**config.mk**
```make
export PLATFORM = sky130hd
export DESIGN_NAME = mem_port_arbiter
export DESIGN_NICKNAME = d
export VERILOG_FILES = /design/src/rtl/mem_port_arbiter.sv
export SDC_FILE = /design/constraint.sdc
export NUM_CORES = 1
export LEC_CHECK = 0
export CAP_MARGIN = 20
export CORE_UTILIZATION = 38
export DETAILED_ROUTE_END_ITERATION = 16
export GPL_TIMING_DRIVEN = 0
export PLACE_DENSITY = 0.76
export SLEW_MARGIN = 40
export SYNTH_ARGS = -nofsm -noshare
export SYNTH_HDL_FRONTEND = slang
export SYNTH_SLANG_ARGS = --single-unit
```
**constraint.sdc**
```tcl
create_clock -name clk -period 4.95 [get_ports clk]
set_input_delay 0.7425 -clock clk [delete_from_list [all_inputs] [get_ports clk]]
set_output_delay 0.7425 -clock clk [all_outputs]
set_load 0.005 [all_outputs]
```
**src/rtl/mem_port_arbiter.sv**
```systemverilog
// mem_port_arbiter: shares one registered memory port between instruction fetch (I)
// and data load/store (D). D normally wins, but at most MAX_D_RUN back-to-back D grants
// are made while fetch waits, so fetch is never starved. Accesses that see no mem_ready
// for TIMEOUT cycles are aborted and acked with mem_err.
module mem_port_arbiter #(
  parameter int unsigned ADDR_W    = 32,
  parameter int unsigned DATA_W    = 32,
  parameter int unsigned MAX_D_RUN = 2,
  parameter int unsigned TIMEOUT   = 255
) (
  input  logic              clk,
  input  logic              reset,
  // instruction fetch side
  input  logic              if_req,
  input  logic [ADDR_W-1:0] if_addr,
  output logic [DATA_W-1:0] if_rdata,
  output logic              if_ack,
  // data side
  input  logic              dm_req,
  input  logic              dm_we,
  input  logic [DATA_W/8-1:0] dm_be,
  input  logic [ADDR_W-1:0] dm_addr,
  input  logic [DATA_W-1:0] dm_wdata,
  output logic [DATA_W-1:0] dm_rdata,
  output logic              dm_ack,
  output logic              mem_err,
  // memory side
  output logic              mem_req,
  output logic              mem_we,
  output logic [DATA_W/8-1:0] mem_be,
  output logic [ADDR_W-1:0] mem_addr,
  output logic [DATA_W-1:0] mem_wdata,
  input  logic [DATA_W-1:0] mem_rdata,
  input  logic              mem_ready,
  output logic              busy
);

  localparam int unsigned BeW  = DATA_W / 8;
  localparam int unsigned RunW = (MAX_D_RUN < 1) ? 1 : $clog2(MAX_D_RUN + 1);
  localparam int unsigned CntW = $clog2(TIMEOUT + 1);
  localparam logic [RunW-1:0] RunMax  = RunW'(MAX_D_RUN);
  localparam logic [CntW-1:0] CntLast = CntW'(TIMEOUT - 1);

  typedef enum logic [1:0] {StIdle, StBusyI, StBusyD} state_e;

  state_e            state_q, state_d;
  logic              mem_req_q, mem_req_d;
  logic              mem_we_q, mem_we_d;
  logic [BeW-1:0]    mem_be_q, mem_be_d;
  logic [ADDR_W-1:0] mem_addr_q, mem_addr_d;
  logic [DATA_W-1:0] mem_wdata_q, mem_wdata_d;
  logic [DATA_W-1:0] if_rdata_q, if_rdata_d;
  logic [DATA_W-1:0] dm_rdata_q, dm_rdata_d;
  logic              if_ack_q, if_ack_d;
  logic              dm_ack_q, dm_ack_d;
  logic              mem_err_q, mem_err_d;
  logic [RunW-1:0]   d_run_q, d_run_d;
  logic [CntW-1:0]   cnt_q, cnt_d;

  // State and registered outputs; reset abandons any access in flight without an ack.
  always_ff @(posedge clk or posedge reset) begin
    if (reset) begin
      state_q     <= StIdle;
      mem_req_q   <= 1'b0;
      mem_we_q    <= 1'b0;
      mem_be_q    <= '0;
      mem_addr_q  <= '0;
      mem_wdata_q <= '0;
      if_rdata_q  <= '0;
      dm_rdata_q  <= '0;
      if_ack_q    <= 1'b0;
      dm_ack_q    <= 1'b0;
      mem_err_q   <= 1'b0;
      d_run_q     <= '0;
      cnt_q       <= '0;
    end else begin
      state_q     <= state_d;
      mem_req_q   <= mem_req_d;
      mem_we_q    <= mem_we_d;
      mem_be_q    <= mem_be_d;
      mem_addr_q  <= mem_addr_d;
      mem_wdata_q <= mem_wdata_d;
      if_rdata_q  <= if_rdata_d;
      dm_rdata_q  <= dm_rdata_d;
      if_ack_q    <= if_ack_d;
      dm_ack_q    <= dm_ack_d;
      mem_err_q   <= mem_err_d;
      d_run_q     <= d_run_d;
      cnt_q       <= cnt_d;
    end
  end

  // Grant arbitration, completion and timeout; acks and mem_err default to a single pulse.
  always_comb begin
    state_d     = state_q;
    mem_req_d   = mem_req_q;
    mem_we_d    = mem_we_q;
    mem_be_d    = mem_be_q;
    mem_addr_d  = mem_addr_q;
    mem_wdata_d = mem_wdata_q;
    if_rdata_d  = if_rdata_q;
    dm_rdata_d  = dm_rdata_q;
    if_ack_d    = 1'b0;
    dm_ack_d    = 1'b0;
    mem_err_d   = 1'b0;
    d_run_d     = d_run_q;
    cnt_d       = cnt_q;

    unique case (state_q)
      StIdle: begin
        // The cycle carrying an ack is a turnaround: the requester has not yet dropped req.
        if (!(if_ack_q || dm_ack_q)) begin
          if (dm_req && (!if_req || (d_run_q < RunMax))) begin
            state_d     = StBusyD;
            mem_req_d   = 1'b1;
            mem_we_d    = dm_we;
            mem_be_d    = dm_be;
            mem_addr_d  = dm_addr;
            mem_wdata_d = dm_wdata;
            cnt_d       = '0;
            if (!if_req) begin
              d_run_d = '0;
            end else if (d_run_q != RunMax) begin
              d_run_d = d_run_q + RunW'(1);
            end
          end else if (if_req) begin
            state_d     = StBusyI;
            mem_req_d   = 1'b1;
            mem_we_d    = 1'b0;
            mem_be_d    = '1;
            mem_addr_d  = if_addr;
            mem_wdata_d = '0;
            cnt_d       = '0;
            d_run_d     = '0;
          end
        end
      end
      StBusyI, StBusyD: begin
        if (mem_ready) begin
          mem_req_d = 1'b0;
          state_d   = StIdle;
          if (state_q == StBusyI) begin
            if_ack_d   = 1'b1;
            if_rdata_d = mem_rdata;
          end else begin
            dm_ack_d = 1'b1;
            if (!mem_we_q) dm_rdata_d = mem_rdata;
          end
        end else if (cnt_q == CntLast) begin
          // Abort: ack the owner with mem_err and zeroed read data.
          mem_req_d = 1'b0;
          state_d   = StIdle;
          mem_err_d = 1'b1;
          if (state_q == StBusyI) begin
            if_ack_d   = 1'b1;
            if_rdata_d = '0;
          end else begin
            dm_ack_d   = 1'b1;
            dm_rdata_d = '0;
          end
        end else begin
          cnt_d = cnt_q + CntW'(1);
        end
      end
      default: state_d = StIdle;
    endcase
  end

  assign mem_req   = mem_req_q;
  assign mem_we    = mem_we_q;
  assign mem_be    = mem_be_q;
  assign mem_addr  = mem_addr_q;
  assign mem_wdata = mem_wdata_q;
  assign if_rdata  = if_rdata_q;
  assign dm_rdata  = dm_rdata_q;
  assign if_ack    = if_ack_q;
  assign dm_ack    = dm_ack_q;
  assign mem_err   = mem_err_q;
  assign busy      = (state_q != StIdle);

endmodule
```
==> impl_results.md, run 1 <==
* Vias per cell at 5.17
* PD cells at 614 nW/um^2
* Comb power frac at 45.9%
* Area Overhead vs Synth at 56.9%
* # nets final at around 1100
* Hold EP: mem_wdata[16]$_DFFE_PP0P_
* Post-CTS setup buffer count at 0
* Critical path fanouts, max at 8
* Synthesized area at 6410 sq um
* Hold Startpoint: mem_wdata[16]$_DFFE_PP0P_
* Peak supply drop at 0.000324 V
* Worst reg2reg endpoint: if_rdata[1]$_DFFE_PP0P_
* Worst path required time at 4.21 ns
* Min-delay worst type: flip-flop to flip-flop
* Pre-CTS WS at roughly 2.1 ns
* YS warnings at 0
* Critical path class: flip-flop to output pin
* Ant diodes at 0
* Starting Density at roughly 39%
* I/O pins at 276
* Drt total wl at 19400 um
* Post-cts sizing count at 0
* Ys flop type: dfrtp_1
* Tmin final at 2.47 ns
* Max-slew headroom at roughly 60%
* Hold Slack at 0.464 ns
* Fraction of registers with async set/reset at 100%
* P_int at about 4.1 mW
* PortBufs at approximately 270
* Overflow after GRT at 0
* Total GRT Usage at a little under a quarter
* Hold-fix buffers, CTS at 0
* R2R Path Start: state_q[0]$_DFFE_PP0P_
* Reg2Reg Setup Slack at between 2 and 3 ns
* Final hold vios at 0
* Mean Syn Cell Area at 10.3 sq um
* Setup crit end kind: output pin
* Status: finished, final reports clean
* Core area at 16500 sq um
* Max_cap viols at 0
* Worst Tran Pin Value at a little under 0.6 ns
* Sequential area share after synthesis at 58.1%
* Worst-case clock buffer depth at 2
* DRC Markers at 0
* Switching Power at about 2.1 mW
* Distinct cells, synth at 44
* Die X at 132 um
* Root buffer cell: clkbuf_16
* Sequential power share at 34.0%
* Die area at about 17000 sq um
* Die height at around 130 um
* Syn_nets at 765
* Largest net degree at the start of global routing at 54
* DP HPWL at 14400 um
* Clk sinks at 149
* RSZ-0062 raised after global routing: no
* CTS Buf Count at 17
* Clk slew on worst S/H paths at approximately 0.070 ns
* Worst setup SP type: flip-flop
* Initial DRT Pass Iterations at 5
* Vias in the first global route at 5974
* Clock network power share at 20.1%
* DRT antenna net count at 0
* EDFF count, synth at 0
* Final GP Congestion at 0.807
* H-tree depth at 4
* Clock skew at 0.0118 ns
* Initial DRC Count at around 360
* FF-to-FF path depth at 7
* WHS Path Cells at 2
* Layout cells sized above 1 at 6.67%
* Synth Instances at 622
* Final WS setup at 2.48 ns
* Initial antenna violation count at 0
* TritonCTS clock tree: yes
* Vias at 5948
* Pins Over Slew Limit at 0
* Cell Rows at 47
* Sw Ratio at ~34%
* Setup Viol. Count Final at 0
* Max Clk Rate at 404 MHz
* Critical Path AT at approximately 1.7 ns
* Period utilization at 50.0%
* FF+latch count, synth at 149
* Clk_lat worst skew at 0.42 ns
* WL per Instance at 16.9 um
* Lkg Pwr at 4.51 nW
* First-pass GRT wire length at 32100 um
==> through the flow <==
stage	power [mW]	setup TNS (ns)	instances	utilization (%)	cell area, sq um
detailed placement	4.96	0	1118	57.4	9490
CTS	6.24	0	1150	60.9	10100
finish	6.17	0	1150	60.9	10100
global placement	4.89	-291.41	1116	57.1	9430
floorplan	3.41	0	622	-	6410
global route	6.61	0	1150	60.9	10100
==> placed cells by master (no fill, tap or decap), types with 2 or more instances in the layout <==
cell / count
inv_1: 7
nand2b_1: 4
inv_8: 3
clkinvlp_4: 2
buf_16: 2
clkdlybuf4s50_1: 274
buf_2: 18
a21oi_1: 2
nand2_1: 149
nand3_1: 36
dfrtp_1: 149
nor2b_1: 2
clkinv_2: 3
clkbuf_16: 17
a41oi_1: 2
o31ai_1: 2
mux2i_1: 2
a22o_1: 99
a31oi_1: 33
clkbuf_1: 28
o21ai_0: 8
ha_1: 5
buf_4: 2
nor3_1: 5
buf_6: 4
a221o_1: 2
nor2_1: 37
clkinv_4: 3
inv_6: 4
nor4b_1: 3
==> flip-flops by register name, summed over array words and instances, names as in the netlist <==
register and cells:
cnt_q 8, d_run_q 2, dm_ack 1, dm_rdata 32
if_ack 1, if_rdata 32, mem_addr 32, mem_be 4
mem_err 1, mem_req 1, mem_wdata 32, mem_we 1
state_q 2
==> layer usage <==
metal  part of all wire [%]  track usage [%]  up-vias
met4                    2.2             8.27        0
met2                     48             38.0      241
met5                      0                0        -
met3                    8.3             8.30       29
met1                     41             29.6     2866
li1                       -                -     2812
==> critical path, cell delays in order, from the launching register on <==
cell	delay, ns
dfrtp_1	0.38
inv_1	0.08
ha_1	0.31
inv_2	0.08
clkdlybuf4s50_1	0.47
==> worst max-delay path by stage <==
stage	from	endpoint
finish	state_q[0]$_DFFE_PP0P_	busy
global route	state_q[0]$_DFFE_PP0P_	busy
CTS	state_q[0]$_DFFE_PP0P_	busy
floorplan	reset	cnt_q[0]$_DFFE_PP0P_
global placement	reset	mem_addr[18]$_DFFE_PP0P_
detailed placement	if_req	mem_wdata[7]$_DFFE_PP0P_
==> logic make-up after synthesis <==
kind of cell | after synthesis | synth area share (%)
xor gates and xnor gates | 2 | 0.273
adders and majority gates | 5 | 0.976
buffers and inverters | 62 | 4.57
AOI/OAI and AO/OA | 154 | 19.2
DFF | 149 | 58.1
and+or+nand+nor | 247 | 16.4
muxes | 3 | 0.488
==> power groups by stage <==
stage / sequential, mW / combinational, mW / clock, mW
2_1_floorplan: 2.10 / 1.30 / 0
3_3_place_gp: 2.08 / 2.81 / 0
3_5_place_dp: 2.11 / 2.86 / 0
4_1_cts: 2.10 / 2.87 / 1.27
5_1_grt: 2.17 / 3.12 / 1.33
6_report: 2.10 / 2.83 / 1.24
==> cell type report <==
class / count / area, sq um
buffer: 53 / 259
multi-input combinational: 411 / 2390
timing repair buffer: 276 / 2800
clock inverter: 15 / 144
clock buffer: 17 / 425
sequential: 149 / 3730
inverter: 9 / 41.3
fill: 1417 / 6460
tap: 220 / 275
==> cell usage after synthesis, types with 4 or more instances <==
master | instances | area (sq um)
dfrtp_1 | 149 | 3730
nand2_1 | 149 | 559
a22o_1 | 99 | 867
nor2_1 | 37 | 139
nand3_1 | 36 | 180
a31oi_1 | 33 | 206
clkbuf_1 | 28 | 105
buf_2 | 18 | 90.1
inv_1 | 8 | 30.0
o21ai_0 | 8 | 40.0
ha_1 | 5 | 62.6
nor3_1 | 5 | 25.0
buf_6 | 4 | 45.0
nand2b_1 | 4 | 25.0
Note: power is estimated with default switching activity, not from simulation.
==> inputs of run 2 (changes only) <==
--- a/config.mk
+++ b/config.mk
@@ -6,10 +6,10 @@
 export NUM_CORES = 1
 export LEC_CHECK = 0
 export CAP_MARGIN = 20
-export CORE_UTILIZATION = 38
+export CORE_UTILIZATION = 43
 export DETAILED_ROUTE_END_ITERATION = 16
 export GPL_TIMING_DRIVEN = 0
-export PLACE_DENSITY = 0.76
+export PLACE_DENSITY = 0.81
 export SLEW_MARGIN = 40
 export SYNTH_ARGS = -nofsm -noshare
 export SYNTH_HDL_FRONTEND = slang
==> constraint.sdc (replaced) <==
create_clock -name clk -period 2.4 [get_ports clk]
set_input_delay 0.36 -clock clk [delete_from_list [all_inputs] [get_ports clk]]
set_output_delay 0.36 -clock clk [all_outputs]
set_load 0.005 [all_outputs]
==> impl_results.md, run 2 (synthesized netlist as in run 1, its figures left out) <==
* Status: finished, final reports clean
* Final hold vios at 0
* Worst path required time at roughly 2.8 ns
* Cell Rows at 44
* H-tree depth at 4
* Worst Tran Pin Value at 0.601 ns
* # placed instances at 1086
* Fillers at 1142
* Initial DRT Pass Iterations at 4
* Worst path cell trace: inv_1 -> ha_1 -> clkbuf_1 -> and3_1 -> clkbuf_1 -> clkbuf_1 -> a22o_1
* Sequential power share at 33.4%
* Comb power frac at a little under half
* Clock network power share at 21.1%
* Period utilization at 92.9%
* DP HPWL at 14700 um
* PortBufs at 274
* RSZ-0062 raised after global routing: no
* Slowest library cell on the worst path: clkbuf_1
* Critical path class: flip-flop to flip-flop
* Setup Viol. Count Final at 0
* Area Overhead vs Synth at 58.2%
* Core area at 14500 sq um
* Die X at 124 um
* Worst setup SP type: flip-flop
* P_int at roughly 8.6 mW
* PD cells at roughly 1300 nW/um^2
* Most common cell after layout, fill and taps aside: clkdlybuf4s50_1
* Largest net degree at the start of global routing at 27
* Final GP Congestion at 0.838
* Max Clk Rate at roughly 450 MHz
* Fin cells at 1119
* Pins Over Slew Limit at 0
* Lkg Pwr at approximately 4.6 nW
* Clk sinks at 149
* Fin util at 69.8%
* Max-slew headroom at just under 60%
* Post-CTS setup buffer count at 0
* Slowest Stage Delay on Critical Path at about 0.43 ns
* Overflow after GRT at 0
* Initial antenna violation count at 0
* Vias in the first global route at 5782
* Clock skew at 0.0108 ns
* WL per Instance at 17.5 um
* Layout cells sized above 1 at 6.85%
* Critical path fanouts, max at 10
* Post-cts sizing count at 0
* Min-delay worst type: input pin to asynchronous set/reset pin
* CP most frequent cell: clkbuf_1
* Root buffer cell: clkbuf_16
* Clk slew on worst S/H paths at about 0.06 ns
* Vias per cell at about 5.4
* Critical Path AT at 2.59 ns
* Switching Power at 4.31 mW
* Hold-fix buffers, CTS at 0
* Setup crit end kind: flip-flop
* Clk_lat worst skew at 0.42 ns
* Sw Ratio at 33.3%
* TritonCTS clock tree: yes
* Initial DRC Count at between 300 and 400
* Tmin final at around 2.2 ns
* DRC Markers at 0
* Die area at roughly 15000 sq um
* Starting Density at 44.1%
* Worst-case clock buffer depth at 2
* CTS Buf Count at 17
* Peak supply drop at about 0.00073 V
* Most frequent cells in the layout: clkdlybuf4s50_1 (274), nand2_1 (149), dfrtp_1 (149)
* Total GRT Usage at around a quarter
* Die height at 124 um
* Vias at ~6000
* Max_cap viols at 0
* First-pass GRT wire length at 30400 um
* DRT antenna net count at 0
* # nets final at 1064
* I/O pins at 276
* Drt total wl at 19600 um
==> run 2: cell count changes in the layout (fill, tap and decap cells not counted), sizes merged <==
cell / change
buf: +4
bufinv: +2
clkbuf: +4
clkinvlp: -1
diode: +1
inv: -5
==> run 2: final cells by class <==
class	count	area, sq um	share of cell area (%)
inverters	9	37.5	0.370
clock inverters	11	149	1.47
repair buffers	280	2890	28.5
multi-input cells	411	2390	23.6
flip-flops and latches	149	3730	36.8
well taps	184	230	2.27
clock buffers	21	450	4.44
diodes	1	2.50	0.0247
plain buffers	53	260	2.57
==> run 2: layer usage <==
metal	wire length [um]	vias to the layer above	track usage (%)
li1	-	2814	-
met1	7890	2915	31.7
met2	9700	256	43.4
met3	1590	27	8.06
met4	375	0	10.0
met5	0	-	0
==> run 2: path summary, 6_finish.rpt <==
check | startpoint | endpoint | slack [ns] | cells after the start
setup / recovery | state_q[0]$_DFFE_PP0P_ | if_rdata[10]$_DFFE_PP0P_ | 0.17 | 7
hold / removal | reset | mem_wdata[14]$_DFFE_PP0P_ | 0.32 | 2
setup reg to reg | state_q[0]$_DFFE_PP0P_ | if_rdata[10]$_DFFE_PP0P_ | 0.17 | 7
hold reg to reg | mem_wdata[20]$_DFFE_PP0P_ | mem_wdata[20]$_DFFE_PP0P_ | 0.46 | 2
max in group asynchronous | reset | if_rdata[21]$_DFFE_PP0P_ | 1.40 | 4
min in group clk | mem_wdata[20]$_DFFE_PP0P_ | mem_wdata[20]$_DFFE_PP0P_ | 0.46 | 2
==> run 2: stage by stage <==
stage	power (mW)	setup WS, ns	TNS, ns	area [sq um]	hold WS (ns)
floorplan	7.03	0.165	0	6420	0.460
global placement	10.0	-1.15	-171.19	9390	0.449
finish	12.9	0.169	0	10100	0.322
detailed placement	10.2	0.0305	0	9540	0.455
global route	13.8	0.0249	0	10100	0.343
CTS	13.0	0.164	0	10100	0.322
==> run 2: critical path, delay by kind of cell, from the launching register on <==
family | cells | cell delay, ns
AOI/OAI and AO/OA | 1 | 0.23
adders and majority gates | 1 | 0.32
and+or+nand+nor | 1 | 0.21
buffers and inverters | 4 | 1.05
DFF | 1 | 0.35
==> run 2: power groups by stage <==
stage          Clock, mW  Combinational (mW)  Sequential [mW]
2_1_floorplan          0                2.69             4.34
3_3_place_gp           0                5.76             4.28
3_5_place_dp           0                5.90             4.34
4_1_cts             2.76                5.94             4.31
5_1_grt             2.87                6.47             4.45
6_report            2.72                5.89             4.32
